<file path="src/rtl/load_unit.sv">
// load_unit: data-memory read path for LB/LH/LW/LBU/LHU.
// Accepts one load at a time, issues a word-aligned read, waits for the
// returned word (bounded by TIMEOUT_CYC), then extracts and extends the
// addressed byte/halfword for rd writeback.
//
// Optional feature macro: LOAD_MISALIGN_TRAP_EN
//   defined   : misaligned LH/LHU/LW skip the read and raise ld_err
//   undefined : misaligned loads use forced alignment, never error
//
// Ports
//   clk, reset (sync, active-low)
//   ld_req, funct3, daddr         load request (sampled in IDLE only)
//   ld_busy                       high whenever not IDLE
//   mem_re, mem_addr              memory read strobe / aligned word address
//   mem_rdata, mem_rvalid         memory read response
//   ld_valid, rd_data             result pulse / extended result (held)
//   ld_err                        illegal funct3, timeout or trapped misalign
module load_unit #(
    parameter int unsigned XLEN        = 32,
    parameter int unsigned TIMEOUT_CYC = 16
) (
    input  logic            clk,
    input  logic            reset,
    input  logic            ld_req,
    input  logic [2:0]      funct3,
    input  logic [XLEN-1:0] daddr,
    output logic            ld_busy,
    output logic            mem_re,
    output logic [XLEN-1:0] mem_addr,
    input  logic [XLEN-1:0] mem_rdata,
    input  logic            mem_rvalid,
    output logic            ld_valid,
    output logic [XLEN-1:0] rd_data,
    output logic            ld_err
);

    localparam int unsigned CNT_W = $clog2(TIMEOUT_CYC + 1);

    typedef enum logic [2:0] {
        S_IDLE,
        S_REQ,
        S_WAIT,
        S_DONE,
        S_ERR
    } state_t;

    state_t           state;
    state_t           state_next;
    logic [CNT_W-1:0] cnt;
    logic [CNT_W-1:0] cnt_next;
    logic [CNT_W-1:0] cnt_inc;
    logic [2:0]       f3_q;
    logic [1:0]       lane_q;
    logic             bad_req_c;
    logic             bad_cur_c;
    logic             mis_req_c;
    logic             mis_cur_c;
    logic [7:0]       byte_c;
    logic [15:0]      half_c;
    logic [XLEN-1:0]  ext_c;

    // Only the five RV32 load encodings are legal.
    function automatic logic illegal_f3(input logic [2:0] f);
        case (f)
            3'b000, 3'b001, 3'b010, 3'b100, 3'b101: illegal_f3 = 1'b0;
            default:                                illegal_f3 = 1'b1;
        endcase
    endfunction

`ifdef LOAD_MISALIGN_TRAP_EN
    // Size field funct3[1:0]: 01 half, 10 word.
    function automatic logic misaligned(input logic [1:0] sz, input logic [1:0] l);
        case (sz)
            2'b01:   misaligned = l[0];
            2'b10:   misaligned = (l != 2'b00);
            default: misaligned = 1'b0;
        endcase
    endfunction

    assign mis_req_c = misaligned(funct3[1:0], daddr[1:0]);
    assign mis_cur_c = misaligned(f3_q[1:0], lane_q);
`else
    assign mis_req_c = 1'b0;
    assign mis_cur_c = 1'b0;
`endif

    // bad_req_c judges the incoming request; bad_cur_c the latched one.
    assign bad_req_c = illegal_f3(funct3) | mis_req_c;
    assign bad_cur_c = illegal_f3(f3_q) | mis_cur_c;
    assign cnt_inc   = cnt + CNT_W'(1);

    // Next-state and timeout counter.
    always_comb begin
        state_next = state;
        cnt_next   = cnt;
        case (state)
            S_IDLE: if (ld_req) state_next = S_REQ;
            S_REQ:  state_next = bad_cur_c ? S_ERR : S_WAIT;
            S_WAIT: begin
                if (mem_rvalid) begin
                    state_next = S_DONE;
                    cnt_next   = '0;
                end else if (cnt_inc == CNT_W'(TIMEOUT_CYC)) begin
                    state_next = S_ERR;
                    cnt_next   = '0;
                end else begin
                    cnt_next = cnt_inc;
                end
            end
            S_DONE:  state_next = S_IDLE;
            S_ERR:   state_next = S_IDLE;
            default: state_next = S_IDLE;
        endcase
    end

    // Lane extraction; halfword uses lane[1] only, so misaligned halves
    // fall back to forced alignment when not trapping.
    always_comb begin
        byte_c = mem_rdata[7:0];
        case (lane_q)
            2'd0: byte_c = mem_rdata[7:0];
            2'd1: byte_c = mem_rdata[15:8];
            2'd2: byte_c = mem_rdata[23:16];
            2'd3: byte_c = mem_rdata[31:24];
            default: byte_c = mem_rdata[7:0];
        endcase
        half_c = lane_q[1] ? mem_rdata[31:16] : mem_rdata[15:0];
        case (f3_q)
            3'b000:  ext_c = {{(XLEN-8){byte_c[7]}}, byte_c};
            3'b100:  ext_c = {{(XLEN-8){1'b0}}, byte_c};
            3'b001:  ext_c = {{(XLEN-16){half_c[15]}}, half_c};
            3'b101:  ext_c = {{(XLEN-16){1'b0}}, half_c};
            default: ext_c = mem_rdata;
        endcase
    end

    // State register and registered state-decoded strobes.
    always_ff @(posedge clk) begin
        if (!reset) begin
            state    <= S_IDLE;
            cnt      <= '0;
            ld_busy  <= 1'b0;
            mem_re   <= 1'b0;
            ld_valid <= 1'b0;
            ld_err   <= 1'b0;
        end else begin
            state    <= state_next;
            cnt      <= cnt_next;
            ld_busy  <= (state_next != S_IDLE);
            // REQ is only entered from IDLE, so the incoming request decides.
            mem_re   <= (state_next == S_REQ) && !bad_req_c;
            ld_valid <= (state_next == S_DONE);
            ld_err   <= (state_next == S_ERR);
        end
    end

    // Request capture and result register.
    always_ff @(posedge clk) begin
        if (!reset) begin
            f3_q     <= 3'b000;
            lane_q   <= 2'b00;
            mem_addr <= '0;
            rd_data  <= '0;
        end else begin
            if (state == S_IDLE && ld_req) begin
                f3_q     <= funct3;
                lane_q   <= daddr[1:0];
                mem_addr <= {daddr[XLEN-1:2], 2'b00};
            end
            if (state == S_WAIT && mem_rvalid) begin
                rd_data <= ext_c;
            end
        end
    end

endmodule
</file>
<file path="config.mk">
export PLATFORM = sky130hd
export DESIGN_NAME = load_unit
export DESIGN_NICKNAME = d
export VERILOG_FILES = /design/src/rtl/load_unit.sv
export SDC_FILE = /design/constraint.sdc
export NUM_CORES = 1
export LEC_CHECK = 0
export BUFFER_PORTS_ARGS = -buffer_cell sky130_fd_sc_hd__buf_4
export CAP_MARGIN = 20
export CORE_MARGIN = 10
export CORE_UTILIZATION = 35
export DETAILED_ROUTE_END_ITERATION = 16
export SYNTH_ARGS = -nofsm -noshare
export SYNTH_HDL_FRONTEND = slang
export SYNTH_SLANG_ARGS = --single-unit
</file>
<file path="constraint.sdc">
create_clock -name clk -period 1.74 [get_ports clk]
set_input_delay 0.174 -clock clk [delete_from_list [all_inputs] [get_ports clk]]
set_output_delay 0.174 -clock clk [all_outputs]
set_load 0.01 [all_outputs]
</file>
==> metrics.cfg <==
[status]
status = finished, final reports clean

[power_and_ir_drop]
p_leak_uw = 0.00201
peakVddDrop_mv = 0.411
pwr_density_cell_mw_per_mm2 = 884

[global_route]
use_met1_pct = 19.7
grt-busiest-layer = met2
grt_max_degree = 36
use_met3_pct = 5.86
grt_use_total_pct = 15.2
grt_pass1_wl_um = 18100
grt_use_met2_pct = 23.5
grt_overflow = 0
antenna_found_initial = 0
first_global_vias = 3461

[clocking]
post-cts-setup-buffer-count = 0
cts_tree = built
postCtsResizedCells = 0
cts_sinks = 79
cts_max_path_buffers = 2
ctsHoldBuffers = 0
clock_latency_ns = 0.35
htree_levels = 3
numCtsBuffers = 9
root_buffer = clkbuf_8
path_clk_slew_ns = 0.09

[sta]
slew_viol_final = 0
fmax_mhz = 633
worstMarginPinSlew_ns = 0.533
finalClockSkew_ns = 0.0125
final.period_utilization_pct = 90.7
setup_viol = 0
rsz0062_at_grt = no
hold_viol_final = 0
holdWs_ns = 0.0771
min_period_ns = 1.58
max_slew_margin_pct = 64.4
fin_ws_ns = 0.161
tns_ns = 0

[floorplanning]
dieWidth_um = 119
dieHeight_um = 119
io_pins = 139
core_area_mm2 = 0.00968
placementRows = 36
dieArea_mm2 = 0.0142
initial_core_util_pct = 35.7

[routing]
drt_iter0_markers = 181
ant_nets = 0
vias = 3398
wl_um = 11300
drtPass1Iterations = 4
drc = 0
vias_per_cell = 5.00
wire_per_inst_um = 16.6

[layout]
finalNetCount = 614
antenna_cells = 0
layoutNonFillerInstCount = 680
syn2layout_area_growth_pct = 39.0
finish.utilization_pct = 49.6
drive_gt1_share_pct = 32.5

[synth]
synth_top_area_share_pct = 45.8
synth_area_mm2 = 0.00346
syn_avg_cell_area_um2 = 8.35
synth_cells = 414
yosysTopAreaCell = dfxtp_1
synth_area_leaders = dfxtp_1, nand2_1, a21boi_0, o21ai_0, a21oi_1
ys_seq_area_share_pct = 45.8
ys_warn_count = 0
async_flop_share_pct = 0
ys_ff_latch = 79
synth_flop_cell = dfxtp_1
synth.most_common_cell = nand2_1
ys_top_cells_by_count = nand2_1, dfxtp_1, o21ai_0, a21oi_1, a21boi_0
synth_edf_count = 0
ys_types = 47

[placement]
placedCellCount = 664
hpwlAfterDp_um = 8530
port_buffers = 136
routabilityCongestion = 0.905
dp_slack_ns = 0.191

[hold_path]
hold_path.class = in -> reg

[critical_path]
cp-end-kind = register
critical_path_required_ns = 2.02
critPathArrivalTime_ns = 1.86
setup.worst_path.class = reg -> reg
start_kind = register
path_max_fanout = 8

[flow_run]
max-cap-violations = 0

## worst max-delay path, cell delays in order (launching register included)
cell and delay [ns]:
dfxtp_1 0.44, buf_4 0.19, nor2b_1 0.46, a22o_1 0.22, a22oi_1 0.07, a21oi_1 0.15
## final cells by class
| type | instances | area [um^2] |
|---|---|---|
| Fill cell | 964 | 4880 |
| Multi-Input combinational cell | 298 | 1710 |
| Sequential cell | 79 | 1580 |
| Timing Repair Buffer | 151 | 1160 |
| Tap cell | 133 | 166 |
| Clock buffer | 9 | 124 |
| Clock inverter | 7 | 55.1 |
| Inverter | 3 | 11.3 |
## cell usage in the layout, fill, tap and decap left out, types with 3 or more instances in the layout
cell and count:
inv_1 3, o211ai_1 8, clkinvlp_4 4, nand3_1 3
a22o_1 8, and2_1 3, nand2_1 98, clkbuf_8 9
nor2_1 4, mux2i_1 12, a21oi_1 40, dfxtp_1 79
buf_4 149, a21boi_0 35, nor2b_1 3, a22oi_1 8
o21ai_0 41
## routing by layer
metal  share of wire [%]  wire length (um)  vias to the layer above
met5                   0                 0                        -
met4                0.80                90                        0
met3                 9.3              1050                       10
met2                  44              4960                      139
met1                  46              5200                     1557
li1                    -                 -                     1692
## path summary, 6_finish.rpt
path | start | endpoint | slack, ns | depth (start not counted)
setup / recovery | lane_q[1] | rd_data[12] | 0.16 | 5
hold / removal | daddr[5] | mem_addr[5] | 0.08 | 3
setup reg to reg | lane_q[1] | rd_data[12] | 0.16 | 5
hold reg to reg | mem_addr[6] | mem_addr[6] | 0.47 | 2
## flip-flops by register name, summed over array words and instances, names as in the netlist, 2 cells and up
| signal | cells |
|---|---|
| lane_q | 2 |
| state | 3 |
| cnt | 5 |
| rd_data | 32 |
| mem_addr | 30 |
| f3_q | 3 |
## where the power goes
group	leakage (uW)	switching [uW]	internal (uW)
logic	0.00129	486	459
registers	0.000645	88.3	1950
clock network	0.0000798	738	530
total	0.00201	1310	2930
## kinds of logic (layout without fill, tap and decap cells)
logic type / Yosys count / in the layout / share of synthesized area, %
simple gates: 129 / 129 / 16.9
mux: 12 / 12 / 3.48
flops: 79 / 79 / 45.8
compound gates: 153 / 153 / 28.1
other cells: 1 / 2 / 0.109
fa+ha+maj: 1 / 1 / 0.362
buf+inv: 38 / 170 / 4.96
xor+xnor: 1 / 1 / 0.253
## metrics by stage
stage / cell area (um^2) / power, uW
2_1_floorplan: 3460 / 2550
3_3_place_gp: 4620 / 3020
3_5_place_dp: 4620 / 3030
4_1_cts: 4800 / 4300
5_1_grt: 4800 / 4480
6_report: 4800 / 4250
Power figures use the tool's default switching activity.
